`src/rtl/fpu_result_collector_if.sv`:
```
// Result and read-port bundle between the FPU producer, the collector and its reader.
interface fpu_result_collector_if #(
    parameter int unsigned DATA_W = 32,
    parameter int unsigned DEPTH  = 8,
    parameter int unsigned CNT_W  = 16
);
    localparam int unsigned LVL_W = $clog2(DEPTH) + 1;

    // producer side
    logic              i_res_valid;
    logic              o_res_ready;
    logic [DATA_W-1:0] i_32_s;
    logic              i_ov_flag;
    logic              i_un_flag;
    logic              i_add_sub;

    // reader side
    logic              o_rd_valid;
    logic              i_rd_ready;
    logic [DATA_W-1:0] o_32_s;
    logic              o_ov_flag;
    logic              o_un_flag;
    logic              o_add_sub;
    logic              o_is_inf;
    logic              o_is_nan;

    // status
    logic              o_full;
    logic              o_empty;
    logic [LVL_W-1:0]  o_level;
    logic              o_sticky_ov;
    logic              o_sticky_un;
    logic              i_clr_sticky;
    logic [CNT_W-1:0]  o_exc_cnt;

    // driven by producer/reader/harness
    modport master (
        output i_res_valid, i_32_s, i_ov_flag, i_un_flag, i_add_sub,
        output i_rd_ready, i_clr_sticky,
        input  o_res_ready, o_rd_valid, o_32_s, o_ov_flag, o_un_flag, o_add_sub,
        input  o_is_inf, o_is_nan, o_full, o_empty, o_level,
        input  o_sticky_ov, o_sticky_un, o_exc_cnt
    );

    // the collector itself
    modport slave (
        input  i_res_valid, i_32_s, i_ov_flag, i_un_flag, i_add_sub,
        input  i_rd_ready, i_clr_sticky,
        output o_res_ready, o_rd_valid, o_32_s, o_ov_flag, o_un_flag, o_add_sub,
        output o_is_inf, o_is_nan, o_full, o_empty, o_level,
        output o_sticky_ov, o_sticky_un, o_exc_cnt
    );
endinterface

```
`src/rtl/fpu_result_collector.sv`:
```
// In-order FWFT buffer for FPU add/sub results with sticky exception status
// and a saturating exception counter.
module fpu_result_collector #(
    parameter int unsigned DATA_W = 32,
    parameter int unsigned DEPTH  = 8,
    parameter int unsigned CNT_W  = 16
) (
    input  logic                    i_clk,
    input  logic                    i_rst,
    fpu_result_collector_if.slave   bus
);
    localparam int unsigned AW = $clog2(DEPTH);
    localparam int unsigned PW = AW + 1;

    typedef struct packed {
        logic              add_sub;
        logic              un;
        logic              ov;
        logic [DATA_W-1:0] sum;
    } entry_t;

    entry_t           mem [DEPTH];
    logic [PW-1:0]    wr_ptr;
    logic [PW-1:0]    rd_ptr;
    logic [PW-1:0]    level;
    logic             sticky_ov;
    logic             sticky_un;
    logic [CNT_W-1:0] exc_cnt;

    logic             full;
    logic             empty;
    logic             wr_en;
    logic             rd_en;
    logic             exc_hit;
    entry_t           head;
    entry_t           wr_entry;

    // Full when addresses match but wrap bits differ; empty when pointers match.
    assign full    = (wr_ptr[AW-1:0] == rd_ptr[AW-1:0]) && (wr_ptr[AW] != rd_ptr[AW]);
    assign empty   = (wr_ptr == rd_ptr);
    assign wr_en   = bus.i_res_valid && !full;
    assign rd_en   = bus.i_rd_ready && !empty;
    assign exc_hit = wr_en && (bus.i_ov_flag || bus.i_un_flag);

    assign wr_entry = '{add_sub: bus.i_add_sub, un: bus.i_un_flag,
                        ov: bus.i_ov_flag, sum: bus.i_32_s};
    assign head     = mem[rd_ptr[AW-1:0]];

    // Storage: no reset, contents are don't-care until written.
    always_ff @(posedge i_clk) begin
        if (wr_en && !i_rst) begin
            mem[wr_ptr[AW-1:0]] <= wr_entry;
        end
    end

    // Pointers and level; the extra pointer bit wraps naturally.
    always_ff @(posedge i_clk) begin
        if (i_rst) begin
            wr_ptr <= '0;
            rd_ptr <= '0;
            level  <= '0;
        end else begin
            if (wr_en) begin
                wr_ptr <= wr_ptr + PW'(1);
            end
            if (rd_en) begin
                rd_ptr <= rd_ptr + PW'(1);
            end
            case ({wr_en, rd_en})
                2'b10:   level <= level + PW'(1);
                2'b01:   level <= level - PW'(1);
                default: level <= level;
            endcase
        end
    end

    // Sticky exception bits: a set in the same cycle as a clear wins.
    always_ff @(posedge i_clk) begin
        if (i_rst) begin
            sticky_ov <= 1'b0;
            sticky_un <= 1'b0;
        end else begin
            sticky_ov <= (sticky_ov && !bus.i_clr_sticky) || (wr_en && bus.i_ov_flag);
            sticky_un <= (sticky_un && !bus.i_clr_sticky) || (wr_en && bus.i_un_flag);
        end
    end

    // Saturating count of accepted results carrying any exception flag.
    always_ff @(posedge i_clk) begin
        if (i_rst) begin
            exc_cnt <= '0;
        end else if (exc_hit && (exc_cnt != {CNT_W{1'b1}})) begin
            exc_cnt <= exc_cnt + CNT_W'(1);
        end
    end

    assign bus.o_res_ready = !full;
    assign bus.o_rd_valid  = !empty;
    assign bus.o_full      = full;
    assign bus.o_empty     = empty;
    assign bus.o_level     = level;
    assign bus.o_sticky_ov = sticky_ov;
    assign bus.o_sticky_un = sticky_un;
    assign bus.o_exc_cnt   = exc_cnt;

    // First-word fall-through head and its IEEE-754 class decode.
    assign bus.o_32_s    = head.sum;
    assign bus.o_ov_flag = head.ov;
    assign bus.o_un_flag = head.un;
    assign bus.o_add_sub = head.add_sub;
    assign bus.o_is_inf  = (head.sum[30:23] == 8'hFF) && (head.sum[22:0] == 23'd0);
    assign bus.o_is_nan  = (head.sum[30:23] == 8'hFF) && (head.sum[22:0] != 23'd0);

endmodule

```
`src/flat_wrapper.sv`:
```
// flat-port wrapper written by rule: the top's interface ports become plain ports
module fpu_result_collector_flat 
#(
    parameter int unsigned DATA_W = 32,
    parameter int unsigned DEPTH  = 8,
    parameter int unsigned CNT_W  = 16
)
  (i_clk, i_rst, bus_i_res_valid, bus_i_32_s, bus_i_ov_flag, bus_i_un_flag, bus_i_add_sub, bus_i_rd_ready, bus_i_clr_sticky, bus_o_res_ready, bus_o_rd_valid, bus_o_32_s, bus_o_ov_flag, bus_o_un_flag, bus_o_add_sub, bus_o_is_inf, bus_o_is_nan, bus_o_full, bus_o_empty, bus_o_level, bus_o_sticky_ov, bus_o_sticky_un, bus_o_exc_cnt);
  fpu_result_collector_if #(.DATA_W(DATA_W), .DEPTH(DEPTH), .CNT_W(CNT_W)) bus_i ();
  input  logic i_clk;
  input  logic i_rst;
  input wire logic [$bits(bus_i.i_res_valid)-1:0] bus_i_res_valid;
  input wire logic [$bits(bus_i.i_32_s)-1:0] bus_i_32_s;
  input wire logic [$bits(bus_i.i_ov_flag)-1:0] bus_i_ov_flag;
  input wire logic [$bits(bus_i.i_un_flag)-1:0] bus_i_un_flag;
  input wire logic [$bits(bus_i.i_add_sub)-1:0] bus_i_add_sub;
  input wire logic [$bits(bus_i.i_rd_ready)-1:0] bus_i_rd_ready;
  input wire logic [$bits(bus_i.i_clr_sticky)-1:0] bus_i_clr_sticky;
  output wire logic [$bits(bus_i.o_res_ready)-1:0] bus_o_res_ready;
  output wire logic [$bits(bus_i.o_rd_valid)-1:0] bus_o_rd_valid;
  output wire logic [$bits(bus_i.o_32_s)-1:0] bus_o_32_s;
  output wire logic [$bits(bus_i.o_ov_flag)-1:0] bus_o_ov_flag;
  output wire logic [$bits(bus_i.o_un_flag)-1:0] bus_o_un_flag;
  output wire logic [$bits(bus_i.o_add_sub)-1:0] bus_o_add_sub;
  output wire logic [$bits(bus_i.o_is_inf)-1:0] bus_o_is_inf;
  output wire logic [$bits(bus_i.o_is_nan)-1:0] bus_o_is_nan;
  output wire logic [$bits(bus_i.o_full)-1:0] bus_o_full;
  output wire logic [$bits(bus_i.o_empty)-1:0] bus_o_empty;
  output wire logic [$bits(bus_i.o_level)-1:0] bus_o_level;
  output wire logic [$bits(bus_i.o_sticky_ov)-1:0] bus_o_sticky_ov;
  output wire logic [$bits(bus_i.o_sticky_un)-1:0] bus_o_sticky_un;
  output wire logic [$bits(bus_i.o_exc_cnt)-1:0] bus_o_exc_cnt;
  assign bus_i.i_res_valid = bus_i_res_valid;
  assign bus_i.i_32_s = bus_i_32_s;
  assign bus_i.i_ov_flag = bus_i_ov_flag;
  assign bus_i.i_un_flag = bus_i_un_flag;
  assign bus_i.i_add_sub = bus_i_add_sub;
  assign bus_i.i_rd_ready = bus_i_rd_ready;
  assign bus_i.i_clr_sticky = bus_i_clr_sticky;
  assign bus_o_res_ready = bus_i.o_res_ready;
  assign bus_o_rd_valid = bus_i.o_rd_valid;
  assign bus_o_32_s = bus_i.o_32_s;
  assign bus_o_ov_flag = bus_i.o_ov_flag;
  assign bus_o_un_flag = bus_i.o_un_flag;
  assign bus_o_add_sub = bus_i.o_add_sub;
  assign bus_o_is_inf = bus_i.o_is_inf;
  assign bus_o_is_nan = bus_i.o_is_nan;
  assign bus_o_full = bus_i.o_full;
  assign bus_o_empty = bus_i.o_empty;
  assign bus_o_level = bus_i.o_level;
  assign bus_o_sticky_ov = bus_i.o_sticky_ov;
  assign bus_o_sticky_un = bus_i.o_sticky_un;
  assign bus_o_exc_cnt = bus_i.o_exc_cnt;
  fpu_result_collector #(.DATA_W(DATA_W), .DEPTH(DEPTH), .CNT_W(CNT_W)) u_core (.i_clk(i_clk), .i_rst(i_rst), .bus(bus_i));
endmodule
```
`config.mk`:
```
export PLATFORM = sky130hd
export DESIGN_NAME = fpu_result_collector_flat
export DESIGN_NICKNAME = d
export VERILOG_FILES = /design/src/rtl/fpu_result_collector_if.sv /design/src/rtl/fpu_result_collector.sv /design/src/flat_wrapper.sv
export SDC_FILE = /design/constraint.sdc
export NUM_CORES = 1
export LEC_CHECK = 0
export ABC_AREA = 1
export CAP_MARGIN = 5
export CORE_MARGIN = 2
export CORE_UTILIZATION = 53
export DETAILED_ROUTE_END_ITERATION = 16
export PLACE_DENSITY = 0.88
export SLEW_MARGIN = 20
export SYNTH_ARGS = -nofsm -noshare
export SYNTH_HDL_FRONTEND = slang
export SYNTH_SLANG_ARGS = --single-unit
```
`constraint.sdc`:
```
create_clock -name i_clk -period 2.75 [get_ports i_clk]
set_input_delay 0.6875 -clock i_clk [delete_from_list [all_inputs] [get_ports i_clk]]
set_output_delay 0.6875 -clock i_clk [all_outputs]
set_load 0.01 [all_outputs]
```
==> impl_table.tex <==
\begin{tabular}{lr}
\hline
Metric & Value \\
\hline
\multicolumn{2}{l}{\textbf{Status}} \\
Result of the run & finished with violations \\
Violations in the final reports & setup timing \\
\multicolumn{2}{l}{\textbf{Floorplan}} \\
Die X-Extent & 162 µm \\
Full die area & 26200 µm² \\
Effective utilization at floorplan & 54.2\% \\
Standard-cell row count & 57 \\
\# IOs & 103 \\
Height of the die & 162 µm \\
Core ar. & 24400 µm² \\
\multicolumn{2}{l}{\textbf{Worst setup path}} \\
Largest incremental delay on the critical path & 0.37 ns \\
Critical Path AT & 2.71 ns \\
Family with the most delay on the worst path & buffers and inverters \\
Cells along the critical path & buf\_12 -> clkinv\_8 -> clkbuf\_16 -> buf\_4 -> nor2\_1 -> o22ai\_1 -> nand2\_1 -> nand2\_2 -> nand2\_1 -> nor2\_2 -> nand2\_2 -> buf\_6 -> nor2\_4 -> buf\_6 \\
Crit-path max FO & 6 \\
Setup slack on the worst flop-to-flop path & 0.30 ns \\
Launch point of the worst reg-to-reg path & u\_core.wr\_ptr[1] \\
Startpoint type of the worst setup path & register \\
Number of buffers and inverters on the critical path & 6 \\
Critical Setup Path Class & register to output port \\
Critical R2R Capture & u\_core.bus.o\_level[3] \\
Highest-delay cell along the critical path & sky130\_fd\_sc\_hd\_\_dfxtp\_4 \\
Depth of the most critical reg-to-reg path & 14 \\
Kind of end point of the critical path & output port \\
Data required time of the worst path & 2.06 ns \\
\multicolumn{2}{l}{\textbf{Yosys}} \\
Prevailing post-synth register cell & sky130\_fd\_sc\_hd\_\_edfxtp\_1 \\
Unique cell type count in the Yosys netlist & 30 \\
Top area cells in the synthesized netlist & sky130\_fd\_sc\_hd\_\_edfxtp\_1 (64\%), sky130\_fd\_sc\_hd\_\_nand2\_1 (9.7\%), sky130\_fd\_sc\_hd\_\_nor2\_1 (5.6\%), sky130\_fd\_sc\_hd\_\_dfxtp\_1 (5.0\%), sky130\_fd\_sc\_hd\_\_inv\_1 (3.5\%) \\
Fraction of the yosys area taken by sequential cells & 68.6\% \\
Cells after synthesis & 1266 \\
Average footprint of a synthesized cell & 10.4 µm² \\
Number of flops mapped to enable cells by yosys & 280 \\
Fraction of synthesized cell area taken by the top area cell type & 63.6\% \\
Total number of yosys warnings & 0 \\
Async S/R FF share, synth & 0\% \\
Synth top cells by count & sky130\_fd\_sc\_hd\_\_nand2\_1 (342), sky130\_fd\_sc\_hd\_\_edfxtp\_1 (280), sky130\_fd\_sc\_hd\_\_nor2\_1 (198), sky130\_fd\_sc\_hd\_\_inv\_1 (122), sky130\_fd\_sc\_hd\_\_nand3\_1 (78) \\
Cell accounting for the most synthesized area & sky130\_fd\_sc\_hd\_\_edfxtp\_1 \\
Most used standard cell by instance count after synthesis & sky130\_fd\_sc\_hd\_\_nand2\_1 \\
Net count of the mapped netlist & 1313 \\
\#FFs+latches synth & 313 \\
Cell area after synthesis & 13200 µm² \\
\multicolumn{2}{l}{\textbf{Finish}} \\
Synth-to-Final Area Change & 29.4\% \\
Nets & 1506 \\
Utilization of the core after routing & 70.1\% \\
Final Instance Area & 17100 µm² \\
Share of final-layout standard cells stronger than drive strength 1 & 21.5\% \\
Antenna diode count & 0 \\
\multicolumn{2}{l}{\textbf{Power and ir drop}} \\
Power density normalized to cell area & 738 nW/µm² \\
Total Power & 12.6 mW \\
Static leakage & 6.78 nW \\
IR Drop Worst-Case VDD & 0.000468 V \\
\multicolumn{2}{l}{\textbf{Routing}} \\
DRC violations left & 0 \\
Wire length after detailed routing & 40000 µm \\
Number of iterations in the first detailed-routing pass & 6 \\
Vias per std cell & 5.93 \\
Via count & 10700 \\
Count of routing violations after the opening detailed-route iteration & 1683 \\
Antenna Violating Nets Remaining & 0 \\
Post-detailed-route wirelength per cell & 22.2 µm \\
\multicolumn{2}{l}{\textbf{Global route}} \\
First-pass GRT wire length & 53800 µm \\
Overall overflow remaining after global route & 0 \\
All-layer global routing usage & 26.5\% \\
Number of global-route vias before repair & 10200 \\
Largest net degree at the start of global routing & 49 \\
Antenna violations before repair & 0 \\
\multicolumn{2}{l}{\textbf{CTS}} \\
Clk pin slew, worst setup/hold paths & 0.07 ns \\
Root buffer selected by CTS & sky130\_fd\_sc\_hd\_\_clkbuf\_16 \\
Clock tree from TritonCTS & yes \\
Total clock buffers created by CTS & 30 \\
Hold-fix buffers, CTS & 0 \\
\# H-tree levels & 1 \\
Buffers from clock root to sink, at most & 3 \\
Skew-Pair Late Insertion Delay & 0.58 ns \\
Clock sink count & 313 \\
\multicolumn{2}{l}{\textbf{STA}} \\
Final period utilization & 123\% \\
Max Slew Vio Count & 0 \\
Unrepaired setup endpoints after global routing & yes \\
Clock Skews & 0.0202 ns \\
Final-layout worst hold slack & 0.466 ns \\
Final hold violation count & 0 \\
Worst-Margin Slew & 0.512 ns \\
Count of final setup violators & 29 \\
Maximum frequency from static timing analysis & 294 MHz \\
Worst setup margin & -0.646 ns \\
Minimum clock period & 3.40 ns \\
Worst rel slew slack & 65.8\% \\
\multicolumn{2}{l}{\textbf{Min path}} \\
Hold WC Path Type & register to register \\
Worst Hold Path EP & u\_core.bus.o\_level[3] \\
Beginning of the worst hold path & u\_core.bus.o\_level[3] \\
Min-Delay Path Depth & 2 \\
\multicolumn{2}{l}{\textbf{Placed design}} \\
Placement-stage worst setup slack & -0.342 ns \\
Placed inst area & 15200 µm² \\
Count of buffers from port buffering & 102 \\
RePlAce Congestion & 0.802 \\
Sum of net half-perimeters after detailed placement & 18600 µm \\
\multicolumn{2}{l}{\textbf{Job}} \\
Max-cap violations & 0 \\
\hline
\end{tabular}
## where the power goes
| part | internal (mW) | total (mW) | switching, mW |
|---|---|---|---|
| logic | 1.42 | 3.25 | 1.83 |
| clock network | 2.23 | 4.02 | 1.79 |
| registers | 5.28 | 5.35 | 0.0709 |
| total | 8.93 | 12.6 | 3.69 |
## worst max path at each step
stage / from / to / slack (ns) / cells past startpoint
floorplan: u_core.wr_ptr[2] / u_core.mem[1][0] / -0.17 / 7
global placement: register / bus_o_is_inf / -0.26 / 13
detailed placement: register / bus_o_is_nan / -0.34 / 11
CTS: register / bus_o_is_inf / -0.46 / 12
global route: register / bus_o_is_inf / -0.68 / 14
finish: register / bus_o_is_inf / -0.65 / 14
## tightest hold or removal path: stages, from the launching register on
cell                      delay (ns)
sky130_fd_sc_hd__dfxtp_1        0.31
sky130_fd_sc_hd__inv_1          0.06
sky130_fd_sc_hd__a21oi_1        0.05
## state kept, by name (all words and copies together), names as in the netlist, named ones only
| register | cells |
|---|---|
| u_core.bus.o_exc_cnt | 16 |
| u_core.bus.o_level | 4 |
| u_core.wr_ptr | 4 |
| u_core.bus.o_sticky_ov | 1 |
| u_core.mem | 280 |
| u_core.rd_ptr | 4 |
| u_core.bus.o_sticky_un | 1 |
## routing by layer
layer	routed length, µm	part of all wire, %	track usage, %
met5	0	0	0
met4	2530	6.3	13.4
met3	4750	12	5.62
met2	19300	48	45.1
met1	13400	33	32.2
## timing repair
action | 4_1_cts | 5_1_grt
resized for setup | 174 | 136
cloned | 4 | 8
setup endpoints to repair | 39 | 42
setup buffers | 15 | 18
pin swaps | 16 | 45
## area by class of cell
cell class                 count  area [µm²]
clock buffer                  37         798
timing repair buffer         218        2430
multi-input combinational    769        3760
timing repair inverter         1        11.3
fill                        1485        7290
sequential                   313        9080
inverter                     126         490
clock inverter                14         121
tap                          324         405
## layout by cell type (no fill, tap or decap), types with 5 or more instances in the layout
cell,synthesis,layout
sky130_fd_sc_hd__a21oi_1,12,11
sky130_fd_sc_hd__buf_12,0,27
sky130_fd_sc_hd__buf_16,0,6
sky130_fd_sc_hd__buf_2,23,16
sky130_fd_sc_hd__buf_4,12,67
sky130_fd_sc_hd__buf_6,10,15
sky130_fd_sc_hd__clkbuf_1,11,6
sky130_fd_sc_hd__clkbuf_16,0,37
sky130_fd_sc_hd__clkdlybuf4s50_1,0,63
sky130_fd_sc_hd__clkinv_1,1,7
sky130_fd_sc_hd__dfxtp_1,33,27
sky130_fd_sc_hd__dlymetal6s2s_1,0,6
sky130_fd_sc_hd__edfxtp_1,280,280
sky130_fd_sc_hd__ha_1,6,6
sky130_fd_sc_hd__inv_1,122,122
sky130_fd_sc_hd__nand2_1,342,297
sky130_fd_sc_hd__nand2_2,2,45
sky130_fd_sc_hd__nand3_1,78,61
sky130_fd_sc_hd__nand3_2,0,17
sky130_fd_sc_hd__nor2_1,198,150
sky130_fd_sc_hd__nor2_2,0,31
sky130_fd_sc_hd__nor2_4,0,17
sky130_fd_sc_hd__o21ai_0,66,43
sky130_fd_sc_hd__o21ai_1,30,48
sky130_fd_sc_hd__o21ai_2,0,5
sky130_fd_sc_hd__o22ai_1,16,14
## metrics by stage
stage	TNS [ns]	instances
2_1_floorplan	-40.40	1266
4_1_cts	-3.80	1778
3_5_place_dp	-0.916	1708
5_1_grt	-8.15	1802
6_report	-6.11	1802
3_3_place_gp	-0.652	1708
## cell families after synthesis
logic type / synth area share (%)
fa+ha+maj: 0.719
simple gates: 18.8
compound gates: 5.09
buf+inv: 6.47
xor+xnor: 0.331
flops: 68.6
No activity file was read; power rests on OpenSTA's default activity.
